File: src/rtl/acc_mul_seq_pkg.sv
`default_nettype none
// ============================================================================
// Module      : acc_mul_seq_pkg
// Description : Shared definitions for the shift-and-add multiply sequencer:
//               accumulator select codes, sequencer state encoding and the
//               default iteration count (operand width).
// Revision    : 1.0 - initial release
// ============================================================================
package acc_mul_seq_pkg;

    // Default number of multiply iterations (operand width in bits)
    localparam int c_ITER_DEFAULT = 4;

    // Accumulator half mode select codes
    localparam logic [1:0] c_SEL_HOLD = 2'b00;
    localparam logic [1:0] c_SEL_SHR  = 2'b01;
    localparam logic [1:0] c_SEL_SHL  = 2'b10;
    localparam logic [1:0] c_SEL_LOAD = 2'b11;

    // Sequencer states
    typedef enum logic [2:0] {
        ST_IDLE    = 3'd0,
        ST_LOAD_HI = 3'd1,
        ST_MOVE_LO = 3'd2,
        ST_ITER    = 3'd3,
        ST_SHIFT   = 3'd4,
        ST_DONE    = 3'd5
    } state_t;

endpackage : acc_mul_seq_pkg
`default_nettype wire

File: src/rtl/acc_mul_seq.sv
`default_nettype none
// ============================================================================
// Module      : acc_mul_seq
// Description : Sequencer driving the accumulator pair and ALU through an
//               unsigned ITER x ITER shift-and-add multiply. The multiplier
//               is loaded from the bus into acc high, moved into acc low,
//               then each multiplier bit (acc low bit 0) conditionally adds
//               the ALU B operand into acc high before the pair shifts right.
//               The product ends up in {acc high, acc low}.
// Ports       : clk, reset_p          - clock, synchronous active-high reset
//               start                 - operation request (sampled in IDLE)
//               acc_low_lsb           - current multiplier bit
//               alu_carry             - ALU adder carry-out (combinational)
//               acc_high_select[1:0]  - acc high mode (hold/shr/shl/load)
//               acc_low_select[1:0]   - acc low mode, same encoding
//               acc_in_select         - acc high input: 1 = bus, 0 = ALU
//               fill_value            - bit entering acc high MSB on shr
//               acc_high_reset_p      - clear acc high at next edge
//               alu_add               - request ALU acc_high + B
//               busy, done            - status to the control unit
// Revision    : 1.0 - initial release
// ============================================================================
module acc_mul_seq
    import acc_mul_seq_pkg::*;
#(
    parameter int ITER = c_ITER_DEFAULT
) (
    input  logic       clk,
    input  logic       reset_p,
    input  logic       start,
    input  logic       acc_low_lsb,
    input  logic       alu_carry,
    output logic [1:0] acc_high_select,
    output logic [1:0] acc_low_select,
    output logic       acc_in_select,
    output logic       fill_value,
    output logic       acc_high_reset_p,
    output logic       alu_add,
    output logic       busy,
    output logic       done
);

    localparam int c_CNT_W = (ITER > 1) ? $clog2(ITER) : 1;
    localparam logic [c_CNT_W-1:0] c_CNT_LAST = c_CNT_W'(ITER - 1);

    state_t               r_state;
    state_t               w_state_next;
    logic [c_CNT_W-1:0]   r_cnt;
    logic [c_CNT_W-1:0]   w_cnt_next;
    logic                 r_carry;
    logic                 w_carry_next;
    logic                 w_do_shift;

    // ------------------------------------------------------------------
    // State, iteration counter and carry flag registers
    // ------------------------------------------------------------------
    always_ff @(posedge clk) begin
        if (reset_p) begin
            r_state <= ST_IDLE;
            r_cnt   <= '0;
            r_carry <= 1'b0;
        end else begin
            r_state <= w_state_next;
            r_cnt   <= w_cnt_next;
            r_carry <= w_carry_next;
        end
    end

    // ------------------------------------------------------------------
    // Next-state and output decode
    // ------------------------------------------------------------------
    always_comb begin
        w_state_next     = r_state;
        w_cnt_next       = r_cnt;
        w_carry_next     = r_carry;
        w_do_shift       = 1'b0;
        acc_high_select  = c_SEL_HOLD;
        acc_low_select   = c_SEL_HOLD;
        acc_in_select    = 1'b0;
        fill_value       = 1'b0;
        acc_high_reset_p = 1'b0;
        alu_add          = 1'b0;
        done             = 1'b0;
        busy             = (r_state != ST_IDLE);

        case (r_state)
            ST_IDLE: begin
                if (start) begin
                    w_state_next = ST_LOAD_HI;
                end
            end
            ST_LOAD_HI: begin
                // Multiplier arrives on the bus this cycle
                acc_in_select   = 1'b1;
                acc_high_select = c_SEL_LOAD;
                w_state_next    = ST_MOVE_LO;
            end
            ST_MOVE_LO: begin
                // Low takes the multiplier from high while high clears
                acc_low_select   = c_SEL_LOAD;
                acc_high_reset_p = 1'b1;
                w_carry_next     = 1'b0;
                w_cnt_next       = '0;
                w_state_next     = ST_ITER;
            end
            ST_ITER: begin
                if (acc_low_lsb) begin
                    alu_add         = 1'b1;
                    acc_in_select   = 1'b0;
                    acc_high_select = c_SEL_LOAD;
                    w_carry_next    = alu_carry;
                    w_state_next    = ST_SHIFT;
                end else begin
                    // Zero multiplier bit: skip the add and shift right away
                    w_do_shift = 1'b1;
                end
            end
            ST_SHIFT: begin
                w_do_shift = 1'b1;
            end
            ST_DONE: begin
                done         = 1'b1;
                w_state_next = ST_IDLE;
            end
            default: begin
                w_state_next = ST_IDLE;
            end
        endcase

        if (w_do_shift) begin
            acc_high_select = c_SEL_SHR;
            acc_low_select  = c_SEL_SHR;
            // Only a preceding add can leave a carry to shift in
            fill_value      = (r_state == ST_SHIFT) ? r_carry : 1'b0;
            w_carry_next    = 1'b0;
            w_cnt_next      = r_cnt + c_CNT_W'(1);
            w_state_next    = (r_cnt == c_CNT_LAST) ? ST_DONE : ST_ITER;
        end

        // While reset is held the accumulator must not be disturbed
        if (reset_p) begin
            acc_high_select  = c_SEL_HOLD;
            acc_low_select   = c_SEL_HOLD;
            acc_in_select    = 1'b0;
            fill_value       = 1'b0;
            acc_high_reset_p = 1'b0;
            alu_add          = 1'b0;
            done             = 1'b0;
            busy             = 1'b0;
        end
    end

endmodule : acc_mul_seq
`default_nettype wire

File: config.mk
export PLATFORM = sky130hd
export DESIGN_NAME = acc_mul_seq
export DESIGN_NICKNAME = d
export VERILOG_FILES = /design/src/rtl/acc_mul_seq_pkg.sv /design/src/rtl/acc_mul_seq.sv
export SDC_FILE = /design/constraint.sdc
export NUM_CORES = 1
export LEC_CHECK = 0
export ABC_CLOCK_PERIOD_IN_PS = 1600
export BUFFER_PORTS_ARGS = -buffer_cell sky130_fd_sc_hd__buf_2
export CORE_MARGIN = 2
export CORE_UTILIZATION = 30
export CTS_CLUSTER_SIZE = 28
export DETAILED_ROUTE_END_ITERATION = 12
export PLACE_DENSITY = 0.49
export SLEW_MARGIN = 20
export SYNTH_ARGS = -nofsm -noshare
export SYNTH_HDL_FRONTEND = slang
export SYNTH_SLANG_ARGS = --single-unit
export TNS_END_PERCENT = 20
File: constraint.sdc
create_clock -name clk -period 1.6 [get_ports clk]
set_clock_uncertainty 0.2 [all_clocks]
set_input_delay 0.24 -clock clk [delete_from_list [all_inputs] [get_ports clk]]
set_output_delay 0.24 -clock clk [all_outputs]
set_load 0.05 [all_outputs]
==> results.json, run 1 <==
{
  "outcome": "finished with violations",
  "violations": "setup timing",
  "post-route-drc-count": 0,
  "seqPwrFrac_pct": 30.2,
  "synthMuxAreaShare_pct": 0,
  "syn_avg_cell_area_um2": 8.06,
  "place_hpwl_um": 912,
  "yosys.area.top_type": "dfxtp_1",
  "clock_path_buffers": 2,
  "slew_viol_final": 0,
  "viasPerCell": 5.07,
  "grt_pass1_vias": 483,
  "antenna_cells": 0,
  "syn_inst": 57,
  "fp.coreArea_um2": 1470,
  "synth_fa_ha_area_share_pct": 2.72,
  "mappedNetlistNets": 63,
  "synthSimpleGateAreaFrac_pct": 42.8,
  "crit_slowest_cell": "or3b_4",
  "crit_arrival_ns": 1.41,
  "switchingPower_mw": 0.190,
  "cts_inserted_buffers": 3,
  "r2r_slack_ns": 0.11,
  "rsz0062_at_grt": "yes",
  "min_period_ns": 1.85,
  "worst_pin_slew_ns": 0.326,
  "place_congestion": 0.708,
  "holdBufCountCts": 0,
  "synthXorXnorAreaFrac_pct": 0,
  "cap_violations": 0,
  "yosys-top-cells-area": "dfxtp_1 (26%), nor3_1 (7.6%), nor2b_1 (6.8%), nand2b_1 (5.4%), nor3b_1 (4.9%)",
  "synth_compound_area_share_pct": 24.3,
  "cts_tree": "built",
  "clock_sinks": 6,
  "root_buffer": "clkbuf_4",
  "drt_iter0_markers": 1,
  "max_freq_mhz": 540,
  "synth_cell_types": 29,
  "p_comb_share_pct": 43.2,
  "clk_pin_slew_ns": 0.05,
  "crit_path_max_incr_delay_ns": 0.42,
  "first_pass_iters": 2,
  "fillers": 131,
  "crit_path_frequent_cell": "buf_6",
  "ys_seq_elements": 6,
  "p_per_area_nw_per_um2": 612,
  "min_path_type": "input port to register",
  "total_power_mw": 0.535,
  "clk_latency_ns": 0.24,
  "max-slew-margin-rel_pct": 78.0,
  "fin_crit_sh_pct": 116,
  "synth_warnings": 0,
  "fin_tns_setup_ns": -1.02,
  "worst_slack_ns": -0.252,
  "cp_cell_sequence": "or3b_4 -> buf_6 -> a21oi_4 -> buf_6",
  "syn2layout_area_growth_pct": 90.5,
  "setup_violations": 7,
  "die_area_um2": 1860,
  "syn_area_um2": 459,
  "synth_top_family_by_area": "simple AND/OR/NAND/NOR gates",
  "drt_wl_total_um": 1360,
  "layout_commonest_cell": "buf_6",
  "pwr-share-clk_pct": 26.5,
  "wire_per_inst_um": 13.2,
  "nNetsFinal": 95,
  "dieWidth_um": 43.1,
  "grt-ovfl-total": 0,
  "most-common-layout-cells": "buf_6 (14), buf_4 (13), buf_2 (4)",
  "chipHeight_um": 43.1,
  "antenna_found_initial": 0,
  "port_buffers": 14,
  "hold_slack_ns": 0.0714,
  "start_util_pct": 31.2,
  "ir_worst_vdd_v": 0.000622,
  "rows": 14,
  "grt_first_pass_wirelength_um": 2140,
  "synth.top_cell.area_share_pct": 26.2,
  "cp-end-kind": "output pin",
  "drive_above_1_share_pct": 65.5,
  "setup.worst_path.start_class": "register",
  "io_pins": 15,
  "htree_levels": 1,
  "cp_max_fo": 3,
  "hold_viol_final": 0,
  "switching_share_pct": 35.5,
  "path_class": "register to output pin",
  "required_ns": 1.16,
  "leakagePower_nw": 0.368,
  "final_antenna_net_count": 0,
  "internal_power_mw": 0.345,
  "grtUsageTotal_pct": 15.6,
  "grt_max_degree": 14,
  "ys_seq_area_share_pct": 26.2,
  "dr_total_vias": 522
}
-- worst max-delay path, delay by kind of cell, from the launching register on --
family	cells	cell delay (ns)
AND/OR/NAND/NOR	1	0.42
flip-flops	1	0.32
buffers and inverters	2	0.31
AO/OA/AOI/OAI	1	0.12
-- layer usage --
metal	up-vias	global-route usage, %	part of all wire, %
met5	-	0	0
met1	236	19.2	45
li1	275	-	-
met2	9	26.9	52
met3	2	2.55	2.4
met4	0	5.45	0.66
-- synthesized netlist by cell type --
master,count
o21ai_0,1
and4bb_1,1
nor3b_1,3
nand4b_1,1
and2_1,1
a211oi_2,1
nand3_1,1
o21a_1,2
o211ai_1,1
o21ai_1,2
a21oi_1,1
a21boi_1,1
nor3_1,7
o211a_1,1
buf_1,1
a21o_1,1
a31oi_1,1
nand2b_1,4
ha_1,1
nor2b_1,5
nor2_1,4
nor4_1,1
a2111oi_1,1
nor3b_2,1
or3b_1,1
dfxtp_1,6
nand2_1,2
buf_2,3
a2111oi_2,1
-- state kept, by name, summed over array words and instances (netlist names) --
| name | cells |
|---|---|
| r_state | 3 |
| r_cnt | 2 |
| r_carry | 1 |
-- stage by stage --
| step | instances | worst slack [ns] | util [%] | area [µm²] |
|---|---|---|---|---|
| final | 103 | -0.252 | 59.4 | 875 |
| after floorplan | 57 | -0.146 | - | 538 |
| after global routing | 103 | -0.294 | 59.4 | 875 |
| after global placement | 96 | -0.0999 | 47.9 | 704 |
| after detailed placement | 96 | -0.123 | 47.9 | 704 |
| after CTS | 102 | -0.266 | 57.4 | 845 |
-- area by class of cell --
| cell class | count | area (µm²) | share of cell area, % |
|---|---|---|---|
| tap | 16 | 20.0 | 2.29 |
| clock buffer | 3 | 22.5 | 2.58 |
| timing repair buffer | 31 | 275 | 31.5 |
| multi-input combinational | 47 | 433 | 49.5 |
| sequential | 6 | 124 | 14.2 |
-- timing repair --
item,CTS,global route
gates cloned,0,0
endpoints found under the setup margin,10,11
pin swaps,2,4
resized for setup,30,6
setup buffers,3,1
-- worst paths after layout --
check	cells after the start	start	endpoint
worst max-delay path	4	r_state[1]$_SDFFE_PP0P_	acc_high_select[0]
worst min-delay path	3	alu_carry	r_carry$_SDFFE_PP0P_
worst max register to register	5	r_state[1]$_SDFFE_PP0P_	r_state[2]$_SDFFE_PP0P_
worst min register to register	1	r_cnt[0]$_SDFFE_PP0P_	r_cnt[0]$_SDFFE_PP0P_
-- cell families after synthesis --
family          Yosys count
compound gates           14
fa+ha+maj                 1
buf+inv                   4
flops                     6
simple gates             32
-- power groups by stage --
stage / combinational, mW / clock [mW] / sequential, mW
floorplan: 0.122 / 0 / 0.166
global placement: 0.183 / 0 / 0.163
CTS: 0.219 / 0.143 / 0.162
finish: 0.232 / 0.142 / 0.162
global route: 0.247 / 0.160 / 0.162
detailed placement: 0.185 / 0 / 0.163
Note: power is estimated with default switching activity, not from simulation.
==> run 2: changes to the inputs <==
SETUP_SLACK_MARGIN = 0.5   (was not set)
==> run 2 against run 1 <==
  * The flow still finishes with violations (setup timing)
  * First-iteration DRC count rose to 7.0 times the previous value
  * Hold slack got worse by 0.0027 ns
  * Sequential power is essentially flat
  * Final cell count up 3.9%
  * Fmax fell by 0.23%
  * Combinational power increased by 6%
  * Final area up 7.7%
  * Via count rose by 7.5%
  * Global-route usage up 1.8 points
  * Largest power group unchanged
==> results.json, run 2 (synthesized netlist as in run 1, its figures left out) <==
{
  "drt_wl_total_um": 1380,
  "path_class": "register to output pin",
  "hold_viol_final": 0,
  "place_congestion": 0.733,
  "place_hpwl_um": 946,
  "switchingPower_mw": 0.206,
  "die_area_um2": 1860,
  "seqPwrFrac_pct": 28.4,
  "clk_pin_slew_ns": 0.05,
  "ir_worst_vdd_v": 0.000326,
  "pwr-share-clk_pct": 28.5,
  "start_util_pct": 31.2,
  "post-place-ws_ns": -0.0896,
  "leakagePower_nw": 0.390,
  "clock_path_buffers": 2,
  "layout_commonest_cell": "buf_6",
  "grt_max_degree": 13,
  "cap_violations": 0,
  "rsz0062_at_grt": "yes",
  "first_pass_iters": 4,
  "drive_above_1_share_pct": 70.3,
  "regMostFlops": "r_state",
  "fp.coreArea_um2": 1470,
  "htree_levels": 1,
  "dr_total_vias": 561,
  "fin_crit_sh_pct": 116,
  "worst_slack_ns": -0.256,
  "required_ns": 1.16,
  "setup_violations": 10,
  "clk_latency_ns": 0.26,
  "wire_per_inst_um": 12.9,
  "clock_sinks": 6,
  "largest_reg_flops": 3,
  "grt_pass1_vias": 542,
  "drt_iter0_markers": 7,
  "port_buffers": 14,
  "outcome": "finished with violations",
  "max-slew-margin-rel_pct": 77.3,
  "cp_max_fo": 3,
  "max_freq_mhz": 539,
  "antenna_found_initial": 0,
  "cts_tree": "built",
  "internal_power_mw": 0.363,
  "chipHeight_um": 43.1,
  "cp-end-kind": "output pin",
  "largestRegisters": "r_state: 3 flops, r_cnt: 2 flops, r_carry: 1 flops",
  "min_period_ns": 1.86,
  "cts_inserted_buffers": 3,
  "root_buffer": "clkbuf_4",
  "total_power_mw": 0.570,
  "syn2layout_area_growth_pct": 105,
  "crit_arrival_ns": 1.42,
  "nNetsFinal": 98,
  "grtUsageTotal_pct": 17.4,
  "final_antenna_net_count": 0,
  "io_pins": 15,
  "post-route-drc-count": 0,
  "min_path_type": "input port to register",
  "viasPerCell": 5.24,
  "p_per_area_nw_per_um2": 605,
  "worst_pin_slew_ns": 0.340,
  "dieWidth_um": 43.1,
  "grt_first_pass_wirelength_um": 2350,
  "switching_share_pct": 36.2,
  "antenna_cells": 0,
  "rows": 14,
  "setup.worst_path.start_class": "register",
  "placedCellCount": 97,
  "grt-ovfl-total": 0,
  "fin_cells": 107,
  "p_comb_share_pct": 43.0,
  "most-common-layout-cells": "buf_6 (16), buf_4 (14), nor3_2 (4), buf_2 (4)",
  "slew_viol_final": 0,
  "violations": "setup timing"
}
## run 2: cell types whose count changed in the layout (fill, tap and decap cells not counted), sizes merged
cell | previous run | this run
buf | 31 | 34
clkbuf | 3 | 4
## run 2: repair_timing
action / in CTS / in global routing
gates resized for setup: 36 / 2
pin swaps: 7 / 6
setup buffers: 5 / 1
hold buffers: 0 / 0
setup endpoints to repair: 16 / 16
## run 2: power groups by stage
stage / clock network, mW / registers (mW) / logic [mW]
final: 0.163 / 0.162 / 0.245
after global routing: 0.179 / 0.163 / 0.262
after detailed placement: 0 / 0.164 / 0.189
after floorplan: 0 / 0.167 / 0.129
after global placement: 0 / 0.164 / 0.189
after CTS: 0.166 / 0.162 / 0.238
## run 2: worst paths after layout
kind	start	end	slack, ns	cells after the start
min reg2reg	r_cnt[0]$_SDFFE_PP0P_	r_cnt[0]$_SDFFE_PP0P_	0.31	1
max reg2reg	r_state[1]$_SDFFE_PP0P_	r_carry$_SDFFE_PP0P_	0.09	5
max	r_state[0]$_SDFFE_PP0P_	acc_high_select[0]	-0.26	4
min	alu_carry	r_carry$_SDFFE_PP0P_	0.07	3
## run 2: cell type report
cell class,count,area [µm²]
Multi-Input combinational cell,47,464
Tap cell,16,20.0
Sequential cell,6,126
Fill cell,124,529
Clock buffer,4,26.3
Timing Repair Buffer,34,305
## run 2: layer usage
layer / global-route usage, % / vias to the layer above / routed length [µm]
met4: 9.09 / 0 / 21
met1: 20.7 / 265 / 598
met2: 28.7 / 13 / 715
li1: - / 281 / -
met3: 3.83 / 2 / 44
met5: 0 / - / 0
## run 2: worst max-delay path: stages, from the launching register on
cell and delay [ns]:
dfxtp_4 0.34, or3b_4 0.41, buf_6 0.14, a21oi_4 0.11, buf_6 0.16
## run 2: per-stage QoR
| stage | hold WS, ns | util, % | TNS [ns] | cell area (µm²) |
|---|---|---|---|---|
| 2_1_floorplan | 0.115 | - | -0.502 | 562 |
| 3_3_place_gp | 0.295 | 49.7 | -0.345 | 732 |
| 3_5_place_dp | 0.291 | 49.7 | -0.341 | 732 |
| 4_1_cts | 0.0665 | 63.1 | -1.33 | 928 |
| 5_1_grt | 0.0607 | 64.0 | -1.74 | 942 |
| 6_report | 0.0687 | 64.0 | -1.18 | 942 |
